File: src/rtl/homing_sequencer_if.sv
// Signal bundle between the homing sequencer and its controller, endstop block
// and motion engine. master drives the requests/status inputs; slave is the sequencer.
interface homing_sequencer_if;
   logic        start;
   logic        cancel;
   logic [1:0]  axis;
   logic        home_polarity;
   logic [31:0] move_timeout;
   logic        es_signal;
   logic        es_changed;
   logic [63:0] es_pos;
   logic        move_done;
   logic [1:0]  mux_select;
   logic        abort_polarity;
   logic        abort_enabled;
   logic        unlock;
   logic        approach_req;
   logic        backoff_req;
   logic        busy;
   logic        done;
   logic [1:0]  error;
   logic [63:0] home_pos;

   modport master (
      output start, cancel, axis, home_polarity, move_timeout,
             es_signal, es_changed, es_pos, move_done,
      input  mux_select, abort_polarity, abort_enabled, unlock,
             approach_req, backoff_req, busy, done, error, home_pos
   );

   modport slave (
      input  start, cancel, axis, home_polarity, move_timeout,
             es_signal, es_changed, es_pos, move_done,
      output mux_select, abort_polarity, abort_enabled, unlock,
             approach_req, backoff_req, busy, done, error, home_pos
   );
endinterface

File: src/rtl/homing_sequencer.sv
// Axis homing sequencer: arm endstop capture, settle, approach the switch, latch position.
// Define HOMING_BACKOFF_EN to add a back-off move after capture.
module homing_sequencer #(
   parameter int unsigned SETTLE_CYCLES = 16
) (
   input logic               clk,
   input logic               reset,
   homing_sequencer_if.slave hs
);

   typedef enum logic [2:0] {
      IDLE,
      ARM,
      SETTLE,
      APPROACH,
      CAPTURE,
`ifdef HOMING_BACKOFF_EN
      BACKOFF,
`endif
      DONE,
      FAIL
   } state_t;

   state_t      state_q, state_d;
   logic [7:0]  settle_q, settle_d;
   logic [31:0] mcnt_q, mcnt_d;
   logic [1:0]  axis_q, axis_d;
   logic        pol_q, pol_d;
   logic [1:0]  err_q, err_d;
   logic [63:0] pos_q, pos_d;

   logic        level_hit;
   logic        move_first;
   logic        timeout;

   assign level_hit  = (hs.es_signal == pol_q);
   assign move_first = (mcnt_q == '0);
   assign timeout    = (hs.move_timeout != '0) && (mcnt_q == hs.move_timeout - 32'd1);

   always_ff @(posedge clk or negedge reset) begin
      if (!reset) begin
         state_q  <= IDLE;
         settle_q <= '0;
         mcnt_q   <= '0;
         axis_q   <= '0;
         pol_q    <= 1'b0;
         err_q    <= '0;
         pos_q    <= '0;
      end else begin
         state_q  <= state_d;
         settle_q <= settle_d;
         mcnt_q   <= mcnt_d;
         axis_q   <= axis_d;
         pol_q    <= pol_d;
         err_q    <= err_d;
         pos_q    <= pos_d;
      end
   end

   always_comb begin
      state_d  = state_q;
      settle_d = settle_q;
      mcnt_d   = mcnt_q;
      axis_d   = axis_q;
      pol_d    = pol_q;
      err_d    = err_q;
      pos_d    = pos_q;

      // Move-time counter saturates so a disabled timeout can never alias back to zero.
      if (mcnt_q != '1) mcnt_d = mcnt_q + 32'd1;

      if (hs.cancel) begin
         state_d = IDLE;
      end else begin
         unique case (state_q)
            IDLE, DONE, FAIL: begin
               if (hs.start) begin
                  if (hs.axis == 2'd0) begin
                     state_d = FAIL;
                     err_d   = 2'd3;
                  end else begin
                     state_d = ARM;
                     axis_d  = hs.axis;
                     pol_d   = hs.home_polarity;
                     err_d   = 2'd0;
                  end
               end
            end
            ARM: begin
               settle_d = '0;
               state_d  = SETTLE;
            end
            SETTLE: begin
               if (settle_q == 8'(SETTLE_CYCLES - 1)) begin
                  state_d = APPROACH;
                  mcnt_d  = '0;
               end else begin
                  settle_d = settle_q + 8'd1;
               end
            end
            APPROACH: begin
               // A switch already active on the first approach cycle counts as the trigger.
               if (level_hit && (hs.es_changed || move_first)) begin
                  state_d = CAPTURE;
               end else if (hs.move_done) begin
                  state_d = FAIL;
                  err_d   = 2'd2;
               end else if (timeout) begin
                  state_d = FAIL;
                  err_d   = 2'd1;
               end
            end
            CAPTURE: begin
               pos_d = hs.es_pos;
`ifdef HOMING_BACKOFF_EN
               state_d = BACKOFF;
               mcnt_d  = '0;
`else
               state_d = DONE;
`endif
            end
`ifdef HOMING_BACKOFF_EN
            BACKOFF: begin
               if (!level_hit) begin
                  state_d = DONE;
               end else if (hs.move_done) begin
                  state_d = FAIL;
                  err_d   = 2'd2;
               end else if (timeout) begin
                  state_d = FAIL;
                  err_d   = 2'd1;
               end
            end
`endif
            default: state_d = IDLE;
         endcase
      end
   end

   always_comb begin
      hs.unlock         = (state_q == ARM);
      hs.mux_select     = axis_q;
      hs.abort_polarity = pol_q;
      hs.abort_enabled  = (state_q == ARM) || (state_q == SETTLE) || (state_q == APPROACH);
      hs.approach_req   = (state_q == APPROACH) && !(move_first && level_hit);
      hs.busy           = !((state_q == IDLE) || (state_q == DONE) || (state_q == FAIL));
      hs.done           = (state_q == DONE);
      hs.error          = err_q;
      hs.home_pos       = pos_q;
   end

`ifdef HOMING_BACKOFF_EN
   assign hs.backoff_req = (state_q == BACKOFF);
`else
   assign hs.backoff_req = 1'b0;
`endif

endmodule

File: src/flat_wrapper.sv
// flat-port wrapper written by rule: the top's interface ports become plain ports
module homing_sequencer_flat 
#(
   parameter int unsigned SETTLE_CYCLES = 16
)
  (clk, reset, hs_start, hs_cancel, hs_axis, hs_home_polarity, hs_move_timeout, hs_es_signal, hs_es_changed, hs_es_pos, hs_move_done, hs_mux_select, hs_abort_polarity, hs_abort_enabled, hs_unlock, hs_approach_req, hs_backoff_req, hs_busy, hs_done, hs_error, hs_home_pos);
  homing_sequencer_if hs_i ();
  input logic clk;
  input logic reset;
  input wire logic [$bits(hs_i.start)-1:0] hs_start;
  input wire logic [$bits(hs_i.cancel)-1:0] hs_cancel;
  input wire logic [$bits(hs_i.axis)-1:0] hs_axis;
  input wire logic [$bits(hs_i.home_polarity)-1:0] hs_home_polarity;
  input wire logic [$bits(hs_i.move_timeout)-1:0] hs_move_timeout;
  input wire logic [$bits(hs_i.es_signal)-1:0] hs_es_signal;
  input wire logic [$bits(hs_i.es_changed)-1:0] hs_es_changed;
  input wire logic [$bits(hs_i.es_pos)-1:0] hs_es_pos;
  input wire logic [$bits(hs_i.move_done)-1:0] hs_move_done;
  output wire logic [$bits(hs_i.mux_select)-1:0] hs_mux_select;
  output wire logic [$bits(hs_i.abort_polarity)-1:0] hs_abort_polarity;
  output wire logic [$bits(hs_i.abort_enabled)-1:0] hs_abort_enabled;
  output wire logic [$bits(hs_i.unlock)-1:0] hs_unlock;
  output wire logic [$bits(hs_i.approach_req)-1:0] hs_approach_req;
  output wire logic [$bits(hs_i.backoff_req)-1:0] hs_backoff_req;
  output wire logic [$bits(hs_i.busy)-1:0] hs_busy;
  output wire logic [$bits(hs_i.done)-1:0] hs_done;
  output wire logic [$bits(hs_i.error)-1:0] hs_error;
  output wire logic [$bits(hs_i.home_pos)-1:0] hs_home_pos;
  assign hs_i.start = hs_start;
  assign hs_i.cancel = hs_cancel;
  assign hs_i.axis = hs_axis;
  assign hs_i.home_polarity = hs_home_polarity;
  assign hs_i.move_timeout = hs_move_timeout;
  assign hs_i.es_signal = hs_es_signal;
  assign hs_i.es_changed = hs_es_changed;
  assign hs_i.es_pos = hs_es_pos;
  assign hs_i.move_done = hs_move_done;
  assign hs_mux_select = hs_i.mux_select;
  assign hs_abort_polarity = hs_i.abort_polarity;
  assign hs_abort_enabled = hs_i.abort_enabled;
  assign hs_unlock = hs_i.unlock;
  assign hs_approach_req = hs_i.approach_req;
  assign hs_backoff_req = hs_i.backoff_req;
  assign hs_busy = hs_i.busy;
  assign hs_done = hs_i.done;
  assign hs_error = hs_i.error;
  assign hs_home_pos = hs_i.home_pos;
  homing_sequencer #(.SETTLE_CYCLES(SETTLE_CYCLES)) u_core (.clk(clk), .reset(reset), .hs(hs_i));
endmodule
File: config.mk
export PLATFORM = sky130hd
export DESIGN_NAME = homing_sequencer_flat
export DESIGN_NICKNAME = d
export VERILOG_FILES = /design/src/rtl/homing_sequencer_if.sv /design/src/rtl/homing_sequencer.sv /design/src/flat_wrapper.sv
export SDC_FILE = /design/constraint.sdc
export NUM_CORES = 1
export LEC_CHECK = 0
export BUFFER_PORTS_ARGS = -buffer_cell sky130_fd_sc_hd__buf_2
export CORE_ASPECT_RATIO = 1.1
export CORE_MARGIN = 4
export CORE_UTILIZATION = 53
export CTS_CLUSTER_DIAMETER = 100
export CTS_CLUSTER_SIZE = 24
export DETAILED_ROUTE_END_ITERATION = 10
export PLACE_DENSITY = 0.84
export SLEW_MARGIN = 15
export SYNTH_ARGS = -nofsm -noshare
export SYNTH_HDL_FRONTEND = slang
export SYNTH_SLANG_ARGS = --single-unit
File: constraint.sdc
create_clock -name clk -period 3.11 [get_ports clk]
set_input_delay 0.4665 -clock clk [delete_from_list [all_inputs] [get_ports clk]]
set_output_delay 0.4665 -clock clk [all_outputs]
set_load 0.005 [all_outputs]
==> impl_metrics.yaml, run 1 <==
status:
  outcome: "finished clean"
worst_setup_path:
  worstPathRequired_ns: 3.33
  cp-start-kind: "flop"
  criticalPathCategory: "reg2reg"
  worst-path-max-fanout: 11
  arrival_ns: 2.98
  r2r_slack_ns: 0.34
  rr_endpoint: "u_core.mcnt_q[4]"
  cp-end-kind: "flop"
  ff2ff_path_depth: 8
  rr_startpoint: "u_core.mcnt_q[6]"
timing:
  fin_crit_sh_pct: 88.9
  setup_viol: 0
  tns_ns: 0
  rsz0062_at_grt: "no"
  slew_headroom_pct: 56.8
  fmax_ghz: 0.362
  drv_slew: 0
  hold_viol: 0
  hold_ws_ns: 0.145
  finalWorstSetupSlack_ns: 0.344
  tightest_slew_ns: 0.647
  clock_skew_ns: 0.0119
  post-route-min-period_ns: 2.77
global_routing:
  overflow: 0
  grtUsageTotal_pct: 24.3
  grt_pass1_wl_um: 27100
  grt_pass1_vias: 5644
  antenna_found_initial: 1
  grt_max_degree: 65
route:
  wire_per_inst_um: 17.3
  drt_iter0_drc: 352
  antenna_left: 0
  dr.pass1.iters: 5
  drt_wl_total_um: 16300
  viasPerCell: 5.72
  vias: 5397
  drc: 0
hold_path:
  hp-class: "in2async"
cts:
  cts_buffers: 9
  root_buffer: "clkbuf_16"
  cts_buffer_depth: 2
  postCtsHoldBufs: 0
  cts_sinks: 112
  clk_pin_slew_ns: 0.08
  cts_tree: "yes"
  cts_setup_buffers: 0
  postCtsResizedCells: 0
  htree_num_levels: 3
  insertion_delay_ns: 0.34
placement:
  gp_congestion: 0.931
  place_ws_ns: 0.168
  portBuffers: 179
  placedCellCount: 927
  place_hpwl_um: 12900
die:
  dieArea_um2: 13600
  fp.dieW_um: 111
  io_pins: 181
  die_h_um: 122
  initial_utilization_pct: 54.3
  core_area_um2: 11500
  rows: 41
yosys:
  synth_top_area_share_pct: 44.9
  synthesis.yosys.warnings: 0
  yosysTopAreaCell: "dfrtp_1"
  synth_edf_count: 0
  synth_area_leaders: "dfrtp_1 45%, mux2_2 12%, xnor2_1 6.7%, nor2_1 3.3%, xor2_1 3.1%"
  netlist-cell-type-count: 59
  synth_area_per_cell_um2: 10.2
  async_flop_share_pct: 100
  synth_nets: 722
  netlist_instances: 611
  ys_ff_latch: 112
  syn_area_um2: 6240
  ys.flop_type: "dfrtp_1"
  synth-seq-area-share_pct: 44.9
flow_run:
  maxCapViolCount: 0
pwr:
  ir_drop_uv: 496
  p_per_area_nw_per_um2: 622
  p_leak_nw: 3.42
final_layout:
  regArea_um2: 2800
  multi_input_area_um2: 3270
  num-nets-final: 899
  drive_gt1_share_pct: 37.5
  syn2layout_area_growth_pct: 23.0
  finalNonFillerCells: 943
  num-fill-cells: 916
  diodes: 0
-- cell type report --
type	count	share of cell area (%)
clock inverter	6	0.977
sequential	112	36.5
clock buffer	10	2.98
multi-input combinational	453	42.6
inverter	14	0.684
tap	150	2.44
timing repair buffer	198	13.9
-- flip-flops by register name, indices dropped and copies added, names as in the netlist --
| name | flops |
|---|---|
| u_core.state_q | 3 |
| u_core.hs.abort_polarity | 1 |
| u_core.hs.home_pos | 64 |
| u_core.mcnt_q | 32 |
| u_core.settle_q | 8 |
| u_core.hs.error | 2 |
| u_core.hs.mux_select | 2 |
-- critical path, stage by stage, from the launching register on --
cell and delay, ns:
dfrtp_1 0.42, and4_1 0.29, nand4_1 0.18, or4_1 0.49
or4_1 0.66, buf_4 0.24, nand3_1 0.11, xor2_1 0.17
nor2_1 0.06
-- where the power goes --
| part | internal (mW) | total [mW] | leakage [nW] | switching, mW |
|---|---|---|---|---|
| logic | 0.799 | 1.43 | 1.99 | 0.633 |
| registers | 1.92 | 2.19 | 1.28 | 0.264 |
| clock network | 0.638 | 1.16 | 0.150 | 0.523 |
| total | 3.36 | 4.78 | 3.42 | 1.42 |
-- per-layer routing --
metal / share of wire (%) / global-route usage [%] / wire, µm / up-vias
li1: - / - / - / 2575
met3: 8.3 / 6.76 / 1350 / 28
met4: 2.3 / 8.59 / 380 / 2
met1: 39 / 29.3 / 6380 / 2584
met2: 50 / 42.0 / 8170 / 208
met5: 0.074 / 0 / 12 / -
-- cell usage after synthesis (all sizes together) (4+ instances only) --
cell and count:
nand2b 7, nand4 20, xor2 22, ha 5
o21ai 26, or3 13, dfrtp 112, o31ai 6
or4 9, nand3 21, nor3 17, nor2 55
clkbuf 26, or2 4, mux2 67, inv 14
nand2 30, xnor2 48, a31oi 4, and4 5
nor4 26, nor4b 5, mux2i 5, buf 6
and3 8, a21oi 12
-- worst max path at each step --
| stage | from | endpoint | slack [ns] | cells after the start |
|---|---|---|---|---|
| floorplan | hs_move_timeout[5] | u_core.state_q[0] | 0.36 | 8 |
| global placement | hs_move_timeout[13] | u_core.hs.error[1] | 0.17 | 9 |
| detailed placement | hs_move_timeout[0] | u_core.state_q[0] | 0.17 | 12 |
| CTS | u_core.mcnt_q[6] | u_core.mcnt_q[15] | 0.36 | 8 |
| global route | u_core.mcnt_q[6] | u_core.mcnt_q[15] | 0.27 | 8 |
| finish | u_core.mcnt_q[6] | u_core.mcnt_q[4] | 0.34 | 8 |
-- per-stage QoR --
stage | cell area (µm²) | util (%) | total power [mW]
floorplan | 6240 | - | 2.86
global placement | 7380 | 64.2 | 3.57
detailed placement | 7380 | 64.2 | 3.66
CTS | 7680 | 66.9 | 4.83
global route | 7680 | 66.9 | 5.08
finish | 7680 | 66.9 | 4.78
-- layout by cell type (no fill, tap or decap), drive strengths merged, types with 6 or more instances in the layout --
cell | synthesis | routed
and3 | 8 | 8
dfrtp | 112 | 112
o31ai | 6 | 6
a21oi | 12 | 12
xnor2 | 48 | 48
nand2b | 7 | 7
xor2 | 22 | 22
nand3 | 21 | 21
nor3 | 17 | 17
clkbuf | 26 | 10
o21ai | 26 | 26
nor2 | 55 | 55
inv | 14 | 16
buf | 6 | 198
or3 | 13 | 13
mux2 | 67 | 67
nand2 | 30 | 30
or4 | 9 | 9
nand4 | 20 | 20
nor4 | 26 | 26
-- cells by family (layout without fill, tap and decap cells) --
kind of cell / Yosys count / after routing / share of synthesized area (%)
xor+xnor: 70 / 70 / 9.82
buf+inv: 46 / 228 / 2.93
other cells: 1 / 1 / 0.0601
mux: 72 / 72 / 12.9
flops: 112 / 112 / 44.9
fa+ha+maj: 5 / 5 / 1.00
simple gates: 233 / 233 / 21.0
compound gates: 72 / 72 / 7.45
No activity file was read; power rests on OpenSTA's default activity.
==> run 2: changes to the inputs <==
--- a/config.mk
+++ b/config.mk
@@ -12,7 +12,8 @@
 export CTS_CLUSTER_DIAMETER = 100
 export CTS_CLUSTER_SIZE = 24
 export DETAILED_ROUTE_END_ITERATION = 10
-export PLACE_DENSITY = 0.84
+export PLACE_DENSITY = 0.81
+export RECOVER_POWER = 50
 export SLEW_MARGIN = 15
 export SYNTH_ARGS = -nofsm -noshare
 export SYNTH_HDL_FRONTEND = slang
==> impl_metrics.yaml, run 2 (synthesized netlist as in run 1, its figures left out) <==
status:
  outcome: "finished clean"
final_layout:
  largest_register_ffs: 64
  syn2layout_area_growth_pct: 22.5
  regArea_um2: 2800
  diodes: 0
  multi_input_area_um2: 3270
  num-nets-final: 898
  most-common-layout-cells: "149 x buf_2, 112 x dfrtp_1, 67 x mux2_2, 55 x nor2_1, 48 x xnor2_1"
  final_common_cell: "buf_2"
  num-fill-cells: 936
  drive_gt1_share_pct: 33.7
  finalNonFillerCells: 942
placement:
  place_ws_ns: 0.142
  portBuffers: 179
  place_hpwl_um: 13100
  gp_congestion: 0.920
  placedCellCount: 926
timing:
  clock_skew_ns: 0.00731
  hold_viol: 0
  tightest_slew_ns: 1.43
  hold_ws_ns: 0.346
  fmax_ghz: 0.366
  setup_viol: 0
  finalWorstSetupSlack_ns: 0.378
  fin_crit_sh_pct: 87.8
  rsz0062_at_grt: "no"
  tns_ns: 0
  post-route-min-period_ns: 2.73
  slew_headroom_pct: 4.77
  drv_slew: 0
worst_setup_path:
  cp-end-kind: "flop"
  criticalPathCategory: "reg2reg"
  cp-start-kind: "flop"
  worst-path-max-fanout: 9
  worstPathRequired_ns: 3.33
  arrival_ns: 2.95
route:
  dr.pass1.iters: 5
  vias: 5465
  drc: 0
  viasPerCell: 5.80
  drt_iter0_drc: 443
  wl_met3_um: 1360
  route.met2.wl_um: 8300
  drt-met1-wl_um: 6570
  wire_per_inst_um: 17.8
  antenna_left: 0
  drt_wl_total_um: 16800
  top_layer: "met4"
flow_run:
  maxCapViolCount: 0
pwr:
  p_leak_nw: 3.33
  p_per_area_nw_per_um2: 633
  ir_drop_uv: 548
global_routing:
  overflow: 0
  grt_pass1_vias: 5576
  grt_pass1_wl_um: 26900
  grt_max_degree: 65
  grtUsageTotal_pct: 24.2
  antenna_found_initial: 0
die:
  rows: 41
  dieArea_um2: 13600
  fp.dieW_um: 111
  die_h_um: 122
  io_pins: 181
  initial_utilization_pct: 54.3
  core_area_um2: 11500
cts:
  insertion_delay_ns: 0.34
  cts_sinks: 112
  cts_buffers: 9
  htree_num_levels: 3
  cts_buffer_depth: 2
  clk_pin_slew_ns: 0.08
  postCtsResizedCells: 0
  cts_tree: "yes"
  postCtsHoldBufs: 0
  cts_setup_buffers: 0
  root_buffer: "clkbuf_16"
hold_path:
  hp-class: "in2reg"
## run 2: routing by layer
layer  track usage (%)  vias up
li1                  -     2564
met1              28.6     2623
met2              42.0      238
met3              6.21       40
met4              10.8        0
met5                 0        -
## run 2: report_power, final
part           switching (mW)  internal (mW)
Combinational           0.616          0.746
Sequential              0.290           1.93
Clock                   0.522          0.737
Total                    1.43           3.41
## run 2: cell type report
cell class | instances | area share (%)
Inverter | 14 | 0.687
Multi-Input combinational cell | 453 | 42.8
Clock inverter | 5 | 1.15
Clock buffer | 11 | 3.17
Sequential cell | 112 | 36.6
Tap cell | 150 | 2.45
Timing Repair Buffer | 197 | 13.1
## run 2: critical path: stages (launching register included)
cell	delay, ns
dfrtp_1	0.42
and4_1	0.29
nand4_1	0.19
or4_1	0.47
or4_1	0.69
buf_4	0.24
nand4_1	0.11
xor2_1	0.15
nor2_1	0.05
## run 2: final timing paths
check	from	end	slack [ns]	cells past startpoint
setup reg to reg	u_core.mcnt_q[6]	u_core.mcnt_q[8]	0.38	8
setup / recovery	u_core.mcnt_q[6]	u_core.mcnt_q[8]	0.38	8
max in group asynchronous	reset	u_core.hs.home_pos[13]	0.67	2
hold / removal	hs_es_pos[44]	u_core.hs.home_pos[44]	0.35	2
hold reg to reg	u_core.settle_q[7]	u_core.settle_q[7]	0.49	1
min in group asynchronous	reset	u_core.mcnt_q[5]	0.39	1
## run 2: per-stage QoR
step	utilization [%]	power, mW	instance area [µm²]
6_report	66.6	4.84	7650
3_3_place_gp	64.1	3.57	7370
4_1_cts	67.0	4.94	7700
2_1_floorplan	-	2.86	6240
5_1_grt	66.6	5.14	7650
3_5_place_dp	64.1	3.67	7370
